<file path="config.mk">
export PLATFORM = sky130hd
export DESIGN_NAME = mat2x2_block_mul_flat
export DESIGN_NICKNAME = d
export VERILOG_FILES = /design/src/rtl/mat2x2_block_mul_if.sv /design/src/rtl/mat2x2_block_mul.sv /design/src/flat_wrapper.sv
export SDC_FILE = /design/constraint.sdc
export NUM_CORES = 2
export LEC_CHECK = 0
export BUFFER_PORTS_ARGS = -buffer_cell sky130_fd_sc_hd__clkbuf_2
export CORE_MARGIN = 2
export CORE_UTILIZATION = 30
export DETAILED_ROUTE_END_ITERATION = 7
export GPL_ROUTABILITY_DRIVEN = 0
export PLACE_DENSITY_LB_ADDON = 0.3
export REMOVE_ABC_BUFFERS = 1
export SLEW_MARGIN = 25
export SYNTH_ARGS = -nofsm -noshare
export SYNTH_HDL_FRONTEND = slang
export SYNTH_SLANG_ARGS = --single-unit
</file>
<file path="constraint.sdc">
create_clock -name input_Clk -period 21.1 [get_ports input_Clk]
set_input_delay 4.22 -clock input_Clk [delete_from_list [all_inputs] [get_ports input_Clk]]
set_output_delay 4.22 -clock input_Clk [all_outputs]
set_load 0.03 [all_outputs]
</file>
<file path="src/rtl/mat2x2_block_mul_if.sv">
// Handshake and operand/result bundle for the 2x2 block multiplier.
// The initiator (matrix multiplier controller) uses the master modport;
// the block multiplier responds through the slave modport.
interface mat2x2_block_mul_if #(
    parameter int DATA_WIDTH = 32
);
    logic                  input_Stable;
    logic                  input_C_Ack;
    logic [DATA_WIDTH-1:0] input_A11;
    logic [DATA_WIDTH-1:0] input_A12;
    logic [DATA_WIDTH-1:0] input_A21;
    logic [DATA_WIDTH-1:0] input_A22;
    logic [DATA_WIDTH-1:0] input_B11;
    logic [DATA_WIDTH-1:0] input_B12;
    logic [DATA_WIDTH-1:0] input_B21;
    logic [DATA_WIDTH-1:0] input_B22;
    logic                  output_AB_Ack;
    logic                  output_Stable;
    logic                  output_Busy;
    logic [DATA_WIDTH-1:0] output_C11;
    logic [DATA_WIDTH-1:0] output_C12;
    logic [DATA_WIDTH-1:0] output_C21;
    logic [DATA_WIDTH-1:0] output_C22;

    modport master (
        output input_Stable, input_C_Ack,
        output input_A11, input_A12, input_A21, input_A22,
        output input_B11, input_B12, input_B21, input_B22,
        input  output_AB_Ack, output_Stable, output_Busy,
        input  output_C11, output_C12, output_C21, output_C22
    );

    modport slave (
        input  input_Stable, input_C_Ack,
        input  input_A11, input_A12, input_A21, input_A22,
        input  input_B11, input_B12, input_B21, input_B22,
        output output_AB_Ack, output_Stable, output_Busy,
        output output_C11, output_C12, output_C21, output_C22
    );
endinterface

</file>
<file path="src/rtl/mat2x2_block_mul.sv">
// 2x2 block multiplier, responder side of the block-multiply handshake.
// Captures A and B, forms C = A*B over eight multiply-accumulate steps
// sharing one multiplier, then holds C until the initiator acknowledges.
// Optional feature macro: MAT2X2_SAT_EN -- when defined, each result
// element saturates to the signed DATA_WIDTH range instead of wrapping.
module mat2x2_block_mul #(
    parameter int DATA_WIDTH = 32
) (
    input logic               input_Clk,
    input logic               input_Reset,
    mat2x2_block_mul_if.slave bus
);
    localparam int W = DATA_WIDTH;

    localparam logic [1:0] S_IDLE = 2'd0;
    localparam logic [1:0] S_CALC = 2'd1;
    localparam logic [1:0] S_DONE = 2'd2;

`ifdef MAT2X2_SAT_EN
    localparam logic signed [2*W:0] SAT_MAX = {{(W+2){1'b0}}, {(W-1){1'b1}}};
    localparam logic signed [2*W:0] SAT_MIN = {{(W+2){1'b1}}, {(W-1){1'b0}}};
`endif

    logic [1:0]              state;
    logic [2:0]              step;
    logic signed [2*W:0]     acc;
    logic signed [W-1:0]     a11, a12, a21, a22;
    logic signed [W-1:0]     b11, b12, b21, b22;
    logic signed [W-1:0]     mul_a, mul_b;
    logic signed [2*W-1:0]   mul_a_ext, mul_b_ext;
    logic signed [2*W-1:0]   prod;
    logic signed [2*W:0]     sum;

    // Reduce the full-precision sum to one result element.
    function automatic logic [W-1:0] final_value(input logic signed [2*W:0] s);
`ifdef MAT2X2_SAT_EN
        if (s > SAT_MAX) begin
            return SAT_MAX[W-1:0];
        end
        if (s < SAT_MIN) begin
            return SAT_MIN[W-1:0];
        end
`endif
        return s[W-1:0];
    endfunction

    // Pick multiplier operands: step[2] selects the A row, step[1] the B
    // column, step[0] the first or second term of the dot product.
    always_comb begin
        mul_a = a11;
        mul_b = b11;
        if (step[0] == 1'b0) begin
            mul_a = step[2] ? a21 : a11;
            mul_b = step[1] ? b12 : b11;
        end else begin
            mul_a = step[2] ? a22 : a12;
            mul_b = step[1] ? b22 : b21;
        end
    end

    assign mul_a_ext = {{W{mul_a[W-1]}}, mul_a};
    assign mul_b_ext = {{W{mul_b[W-1]}}, mul_b};
    assign prod      = mul_a_ext * mul_b_ext;
    assign sum       = acc + {prod[2*W-1], prod};

    // Handshake state machine plus the shared multiply-accumulate datapath.
    always_ff @(posedge input_Clk) begin
        if (!input_Reset) begin
            state             <= S_IDLE;
            step              <= '0;
            acc               <= '0;
            a11               <= '0;
            a12               <= '0;
            a21               <= '0;
            a22               <= '0;
            b11               <= '0;
            b12               <= '0;
            b21               <= '0;
            b22               <= '0;
            bus.output_AB_Ack <= 1'b0;
            bus.output_Stable <= 1'b0;
            bus.output_Busy   <= 1'b0;
            bus.output_C11    <= '0;
            bus.output_C12    <= '0;
            bus.output_C21    <= '0;
            bus.output_C22    <= '0;
        end else begin
            bus.output_AB_Ack <= 1'b0;
            case (state)
                S_IDLE: begin
                    if (bus.input_Stable) begin
                        a11               <= bus.input_A11;
                        a12               <= bus.input_A12;
                        a21               <= bus.input_A21;
                        a22               <= bus.input_A22;
                        b11               <= bus.input_B11;
                        b12               <= bus.input_B12;
                        b21               <= bus.input_B21;
                        b22               <= bus.input_B22;
                        step              <= '0;
                        bus.output_AB_Ack <= 1'b1;
                        bus.output_Busy   <= 1'b1;
                        state             <= S_CALC;
                    end
                end
                S_CALC: begin
                    if (step[0] == 1'b0) begin
                        acc <= {prod[2*W-1], prod};
                    end else begin
                        case (step[2:1])
                            2'd0:    bus.output_C11 <= final_value(sum);
                            2'd1:    bus.output_C12 <= final_value(sum);
                            2'd2:    bus.output_C21 <= final_value(sum);
                            default: bus.output_C22 <= final_value(sum);
                        endcase
                    end
                    step <= step + 3'd1;
                    if (step == 3'd7) begin
                        bus.output_Stable <= 1'b1;
                        state             <= S_DONE;
                    end
                end
                S_DONE: begin
                    if (bus.input_C_Ack) begin
                        bus.output_Stable <= 1'b0;
                        bus.output_Busy   <= 1'b0;
                        state             <= S_IDLE;
                    end
                end
                default: begin
                    state <= S_IDLE;
                end
            endcase
        end
    end
endmodule

</file>
<file path="src/flat_wrapper.sv">
// flat-port wrapper written by rule: the top's interface ports become plain ports
module mat2x2_block_mul_flat 
#(
    parameter int DATA_WIDTH = 32
)
  (input_Clk, input_Reset, bus_input_Stable, bus_input_C_Ack, bus_input_A11, bus_input_A12, bus_input_A21, bus_input_A22, bus_input_B11, bus_input_B12, bus_input_B21, bus_input_B22, bus_output_AB_Ack, bus_output_Stable, bus_output_Busy, bus_output_C11, bus_output_C12, bus_output_C21, bus_output_C22);
  mat2x2_block_mul_if #(.DATA_WIDTH(DATA_WIDTH)) bus_i ();
  input logic input_Clk;
  input logic input_Reset;
  input wire logic [$bits(bus_i.input_Stable)-1:0] bus_input_Stable;
  input wire logic [$bits(bus_i.input_C_Ack)-1:0] bus_input_C_Ack;
  input wire logic [$bits(bus_i.input_A11)-1:0] bus_input_A11;
  input wire logic [$bits(bus_i.input_A12)-1:0] bus_input_A12;
  input wire logic [$bits(bus_i.input_A21)-1:0] bus_input_A21;
  input wire logic [$bits(bus_i.input_A22)-1:0] bus_input_A22;
  input wire logic [$bits(bus_i.input_B11)-1:0] bus_input_B11;
  input wire logic [$bits(bus_i.input_B12)-1:0] bus_input_B12;
  input wire logic [$bits(bus_i.input_B21)-1:0] bus_input_B21;
  input wire logic [$bits(bus_i.input_B22)-1:0] bus_input_B22;
  output wire logic [$bits(bus_i.output_AB_Ack)-1:0] bus_output_AB_Ack;
  output wire logic [$bits(bus_i.output_Stable)-1:0] bus_output_Stable;
  output wire logic [$bits(bus_i.output_Busy)-1:0] bus_output_Busy;
  output wire logic [$bits(bus_i.output_C11)-1:0] bus_output_C11;
  output wire logic [$bits(bus_i.output_C12)-1:0] bus_output_C12;
  output wire logic [$bits(bus_i.output_C21)-1:0] bus_output_C21;
  output wire logic [$bits(bus_i.output_C22)-1:0] bus_output_C22;
  assign bus_i.input_Stable = bus_input_Stable;
  assign bus_i.input_C_Ack = bus_input_C_Ack;
  assign bus_i.input_A11 = bus_input_A11;
  assign bus_i.input_A12 = bus_input_A12;
  assign bus_i.input_A21 = bus_input_A21;
  assign bus_i.input_A22 = bus_input_A22;
  assign bus_i.input_B11 = bus_input_B11;
  assign bus_i.input_B12 = bus_input_B12;
  assign bus_i.input_B21 = bus_input_B21;
  assign bus_i.input_B22 = bus_input_B22;
  assign bus_output_AB_Ack = bus_i.output_AB_Ack;
  assign bus_output_Stable = bus_i.output_Stable;
  assign bus_output_Busy = bus_i.output_Busy;
  assign bus_output_C11 = bus_i.output_C11;
  assign bus_output_C12 = bus_i.output_C12;
  assign bus_output_C21 = bus_i.output_C21;
  assign bus_output_C22 = bus_i.output_C22;
  mat2x2_block_mul #(.DATA_WIDTH(DATA_WIDTH)) u_core (.input_Clk(input_Clk), .input_Reset(input_Reset), .bus(bus_i));
endmodule
</file>
* After elaboration in Yosys (flattened, before gate mapping)
Cells that the tools add are included.
Widths: inputs -> output; s select.
** Cells by class
- $add $sub $neg :: 2
- Multiply operators :: 1
- Eq/ne operators :: 8
- Multiplexer cells :: 18
- Bitwise gates (word level) :: 2
- Reductions and logical operators :: 17
** Operators by type and width (number)
- $mux 32 :: 6
- $add 32x32->32 :: 1
- $mul 32x32->32 :: 1
- $reduce_and 3->1 :: 7
- $reduce_and 2->1 :: 4
- $mux 2 :: 3
- $pmux 2 s3 :: 1
- $pmux 3 s2 :: 1
- $reduce_bool 2->1 :: 3
- $eq 2x1->1 const B :: 2
- $eq 2x2->1 const B :: 2
- $logic_not 2->1 :: 2
- $mux 1 :: 4
- $ne 2x2->1 const B :: 2
- $pmux 1 s2 :: 2
- $add 3x1->3 const B :: 1
- $eq 3x3->1 const B :: 1
- $mux 3 :: 1
- $reduce_or 3->1 :: 1
- $ne 2x1->1 const B :: 1
- $not 1->1 :: 2
** Word-level totals
- Register bits after elaboration :: 424
- Input port bits :: 260
- Output and inout port bits :: 131
- Word-level logic and storage cells :: 66

* Logic depth before layout (Yosys ltp)
- Depth after elaboration :: 4
- Depth in mapped cells :: 49

* Worst setup path after synthesis
OpenSTA, ideal clock, no wires.
- Kind :: input to register
- Start :: input u_core.step[0]
- End :: register u_core.bus.output_C21[31]
- Arrival time :: 10.561 ns
- Required time :: 20.972 ns
- Path slack :: 10.411 ns
- Cell stages on the path :: 47
- Buffers on the path :: 10
- Cells stage by stage :: dfxtp_1 > buf_6 > buf_6 > buf_4 > buf_4 > buf_4 > buf_2 > buf_1 > buf_2 > buf_2 > nand2_1 > o21ai_1 > clkbuf_1 > nor2_1 > fa_1 > fa_1 > fa_1 > inv_1 > [11 not listed] > a21oi_1 > o21bai_1 > a21o_1 > o41ai_1 > nand2_1 > a21oi_1 > xnor2_1 > ha_1 > and2_1 > o21ai_0 > and2_1 > nor2_1 > a311oi_1 > inv_1 > o22ai_1 > o32ai_2 > o21ai_2 > o21ai_1
** Between the ends
- Longest elaborated chain between the ends :: 3
- Elaborated cells on any way between the ends :: 5
- Classes of those cells :: 1 x add/sub; 1 x mul; 2 x mux; 1 x reduce/logical
** Ends and longest elaborated chain
- start: declaration :: RTL line mat2x2_block_mul.sv:25 : logic [2:0] step;
- $mux 32 :: RTL line mat2x2_block_mul.sv:52 : if (step[0] == 1'b0) begin
- $mul 32x32->32 * :: RTL line mat2x2_block_mul.sv:63 : assign prod = mul_a_ext * mul_b_ext;
- named net u_core.prod[28] :: RTL line mat2x2_block_mul.sv:31 : logic signed [2*W-1:0] prod;
- $add 32x32->32 * :: RTL line mat2x2_block_mul.sv:64 : assign sum = acc + {prod[2*W-1], prod};
- end signal: assignment :: RTL line mat2x2_block_mul.sv:113 : 2'd2: bus.output_C21 <= final_value(sum);
- end: declaration :: RTL line mat2x2_block_mul_if.sv:38 : output output_C11, output_C12, output_C21, output_C22
Mark *: on every way through the listed nets, which the timed path passes. The rest lies on a longest branch.
A chain may end at the register's enable or synchronous reset.

* Worst setup path in the final report
- Start :: input u_core.step[0]
- End :: register u_core.bus.output_C12[31]
** Between the ends
- Longest elaborated chain between the ends :: 3
- Elaborated cells on any way between the ends :: 5
- Classes of those cells :: 1 x add/sub; 1 x mul; 2 x mux; 1 x reduce/logical
** Ends and longest elaborated chain
- $mux 32 :: RTL line mat2x2_block_mul.sv:52
- $mul 32x32->32 * :: RTL line mat2x2_block_mul.sv:63
- named net u_core.prod[23] :: RTL line mat2x2_block_mul.sv:31
- $add 32x32->32 * :: RTL line mat2x2_block_mul.sv:64
- end signal: assignment :: RTL line mat2x2_block_mul.sv:112 : 2'd1: bus.output_C12 <= final_value(sum);
- end: declaration :: RTL line mat2x2_block_mul_if.sv:38
Marks and branches as above.

==> results by group <==
Synth
  • Netlist cell types: 66
  • Library cell with the largest summed area after synthesis: sky130_fd_sc_hd__dfxtp_1
  • Predominant post-synthesis flop cell: sky130_fd_sc_hd__dfxtp_1
  • Total of warnings raised by yosys: 0
  • Number of flops mapped to enable cells by yosys: 0
  • Mapped Avg Cell Area: 8.43 µm²
  • Sequential fraction of the synthesis area: 24.7%
  • Netlist Area Pre-Place: 0.0344 mm²
  • Synth top area share: 24.7%
  • Leading cell types by total area after synthesis: sky130_fd_sc_hd__dfxtp_1, sky130_fd_sc_hd__fa_1, sky130_fd_sc_hd__nand2_1
  • Number of flip-flops and latches in the synthesized netlist: 424
  • Cells after synthesis: 4082
  • Ys async rst share: 0%

Timing
  • Final Cycle Share: 54.2%
  • Final Setup Violations: 0
  • Max-slew violation count: 0
  • Worst rel slew slack: 27.7%
  • Setup repair after global routing missed its margin: no
  • Post-layout worst setup margin: 9.67 ns
  • Hold Vio Cnt, Final: 0
  • Post-route clock skew: 0.0659 ns
  • Worst Hold Slack: 0.452 ns
  • Worst-margin pin slew: 1.08 ns
  • Final critical-path required period: 11.43 ns
  • Sum of negative setup slack: 0 ns
  • Highest clock rate: 87.5 MHz

Power and ir drop
  • LEAKAGE: 17.1 nW
  • PnR Total Power: 2.72 mW
  • Peak supply drop: 0.0564 mV
  • Switching component of the power: 0.998 mW
  • Power Dens Cells: 68.6 mW/mm²
  • Sequential Power Share: 32.0%
  • Switching portion of total power: 36.7%
  • Clock share of power: 35.0%
  • Combinational group share of total power: 33.0%
  • Design internal power: 1.72 mW

Critical path
  • Startpoint type of the worst setup path: register
  • Critical Path Stages: 36
  • Crit. End Element: register
  • Number of cell instances on the worst register-to-register path: 36
  • Data required time at the worst endpoint: 21.62 ns
  • Arr. time, crit path: 11.95 ns
  • Family of cells with the greatest summed delay on the critical path: adder cells
  • Max stage delay cell, worst path: sky130_fd_sc_hd__dfxtp_4
  • Library cell appearing most often on the critical path: sky130_fd_sc_hd__fa_1
  • Buffers & Inverters on Critical Path: 5
  • Largest fanout of any net on the critical path: 58
  • Kind of critical path: register to register
  • Largest stage delay on the critical path: 0.95 ns

Clock tree
  • Maximum clock insertion buffer count: 3
  • Post-CTS sizing: 0
  • Clock root buffer: sky130_fd_sc_hd__clkbuf_16
  • Buffers inserted during post-CTS setup optimization: 0
  • Clock transition at the registers of the reported paths: 0.06 ns
  • Clk_lat worst skew: 0.67 ns
  • TritonCTS clock tree: yes
  • Number of sinks handled by clock tree synthesis: 424
  • Number of buffers inserted for hold repair after clock tree synthesis: 0
  • H-tree depth: 2
  • TritonCTS Buffers: 53

Layout
  • Commonest non-fill, non-tap cell in the layout: sky130_fd_sc_hd__nand2_1
  • Filler Cells Inserted: 12000
  • Register area: 0.00850 mm²
  • Fraction of final layout cells with drive strength greater than 1: 15.1%
  • Area of combinational cells with multiple inputs: 0.0234 mm²
  • Final cell count without fillers: 5901
  • Area growth from synthesis to layout: 15.1%
  • Antenna cell count: 0
  • Final core area utilization: 34.7%
  • Final Instance Area: 0.0396 mm²
  • Commonest cells after routing, fill and taps aside: sky130_fd_sc_hd__nand2_1, sky130_fd_sc_hd__inv_1, sky130_fd_sc_hd__a21oi_1
  • Total Nets Final: 5198

Floorplanning
  • Std-Cell Rows: 124
  • Count of pins on the block boundary: 391
  • Core region area: 0.114 mm²
  • Area enclosed by the die boundary: 0.117 mm²
  • Y dimension of the die: 343 µm
  • Initial Utilization: 30.2%
  • Horizontal extent of the die: 343 µm

Global route
  • Overall routing resource usage: 18.4%
  • Largest net degree at the start of global routing: 186
  • Initial antenna violation count: 1
  • Residual overflow from global routing: 0
  • Wire length of the first global-routing pass: 168000 µm
  • Number of global-route vias before repair: 28500

Placement
  • Instance area at placement: 0.0377 mm²
  • HPWL after detailed placement: 81900 µm
  • Port Buf Inserts: 390
  • Number of instances in the placed design: 5802
  • Place WS: 9.73 ns

Routing
  • Met1 wire length: 45500 µm
  • Met2 WL: 53800 µm
  • Via count of the routed design: 28000
  • Length of routed met3 wiring: 4920 µm
  • Routed wire length: 108000 µm
  • First-iteration detailed-routing DRC count: 1450
  • Length of the first detailed-routing pass in iterations: 5
  • Highest routed metal layer: met5
  • Post-DR vias/cell: 4.75
  • DRC: 0
  • WL per Instance: 18.3 µm
  • Detail Route Antenna Nets: 0

Flow run
  • Maximum Capacitance Violations: 0

Outcome
  • Outcome: complete, no violations

Hold path
  • Classification of the worst-slack hold path: register to register
  • Hold path cells: 2
==> tightest hold or removal path, cell delays in order, from the launching register on <==
cell,delay (ns)
sky130_fd_sc_hd__dfxtp_1,0.31
sky130_fd_sc_hd__nand2_1,0.05
sky130_fd_sc_hd__a21oi_1,0.05
==> power groups by stage <==
stage / combinational [mW] / sequential, mW / clock (mW)
2_1_floorplan: 0.606 / 0.890 / 0
3_3_place_gp: 0.899 / 0.887 / 0
3_5_place_dp: 0.902 / 0.888 / 0
4_1_cts: 0.909 / 0.870 / 0.981
5_1_grt: 1.01 / 0.876 / 1.01
6_report: 0.899 / 0.870 / 0.951
==> routing by layer <==
layer	global-route usage [%]	up-vias
li1	-	13400
met3	2.54	151
met5	0	-
met2	32.7	667
met4	6.03	2
met1	22.9	13800
==> path summary, 6_finish.rpt <==
| path | start | end | slack, ns |
|---|---|---|---|
| max | u_core.step[0]$_SDFFE_PN0P_ | u_core.bus.output_C12[31]$_SDFFE_PN0P_ | 9.67 |
| min | u_core.b21[16]$_SDFFE_PN0P_ | u_core.b21[16]$_SDFFE_PN0P_ | 0.45 |
| max reg2reg | u_core.step[0]$_SDFFE_PN0P_ | u_core.bus.output_C12[31]$_SDFFE_PN0P_ | 9.67 |
| min reg2reg | u_core.b21[16]$_SDFFE_PN0P_ | u_core.b21[16]$_SDFFE_PN0P_ | 0.45 |
==> cell type report <==
type / count / area share, %
Multi-Input combinational cell: 2981 / 58.9
Sequential cell: 424 / 21.4
Timing Repair Buffer: 438 / 5.91
Tap cell: 1512 / 4.77
Inverter: 448 / 4.26
Clock buffer: 69 / 3.80
Clock inverter: 29 / 0.862
==> synthesized netlist by cell type (15+ instances only) <==
library cell / instances
sky130_fd_sc_hd__xnor2_1: 72
sky130_fd_sc_hd__a21o_1: 19
sky130_fd_sc_hd__a21oi_1: 422
sky130_fd_sc_hd__inv_1: 448
sky130_fd_sc_hd__nand3_1: 19
sky130_fd_sc_hd__and2_1: 53
sky130_fd_sc_hd__ha_1: 183
sky130_fd_sc_hd__nor2_1: 378
sky130_fd_sc_hd__xor2_1: 23
sky130_fd_sc_hd__buf_1: 17
sky130_fd_sc_hd__nand2_1: 965
sky130_fd_sc_hd__mux4_2: 51
sky130_fd_sc_hd__fa_1: 409
sky130_fd_sc_hd__o21ai_0: 53
sky130_fd_sc_hd__dfxtp_1: 424
sky130_fd_sc_hd__clkbuf_1: 192
sky130_fd_sc_hd__mux2_2: 44
sky130_fd_sc_hd__nor2b_1: 24
sky130_fd_sc_hd__o21ai_1: 22
sky130_fd_sc_hd__nand2b_1: 23
sky130_fd_sc_hd__nor3_1: 15
sky130_fd_sc_hd__a211oi_1: 26
sky130_fd_sc_hd__mux2i_1: 67
==> state kept, by name, indices dropped and copies added, names as in the netlist <==
register,flops
u_core.step,3
u_core.b11,32
u_core.bus.output_Stable,1
u_core.a11,32
u_core.bus.output_C21,32
u_core.bus.output_C22,32
u_core.state,2
u_core.a22,32
u_core.bus.output_C12,32
u_core.a12,32
u_core.bus.output_AB_Ack,1
u_core.acc,32
u_core.a21,32
u_core.bus.output_C11,32
u_core.b21,32
u_core.bus.output_Busy,1
u_core.b22,32
u_core.b12,32
==> cell families (layout without fill, tap and decap cells) <==
kind of cell / Yosys count / after routing / share of synthesized area (%)
buffers and inverters: 677 / 984 / 7.66
and+or+nand+nor: 1513 / 1513 / 17.7
AOI/OAI and AO/OA: 609 / 609 / 9.80
adders and majority gates: 592 / 592 / 30.4
muxes: 162 / 162 / 6.73
xor gates and xnor gates: 105 / 105 / 3.04
DFF: 424 / 424 / 24.7
Power figures use the tool's default switching activity.
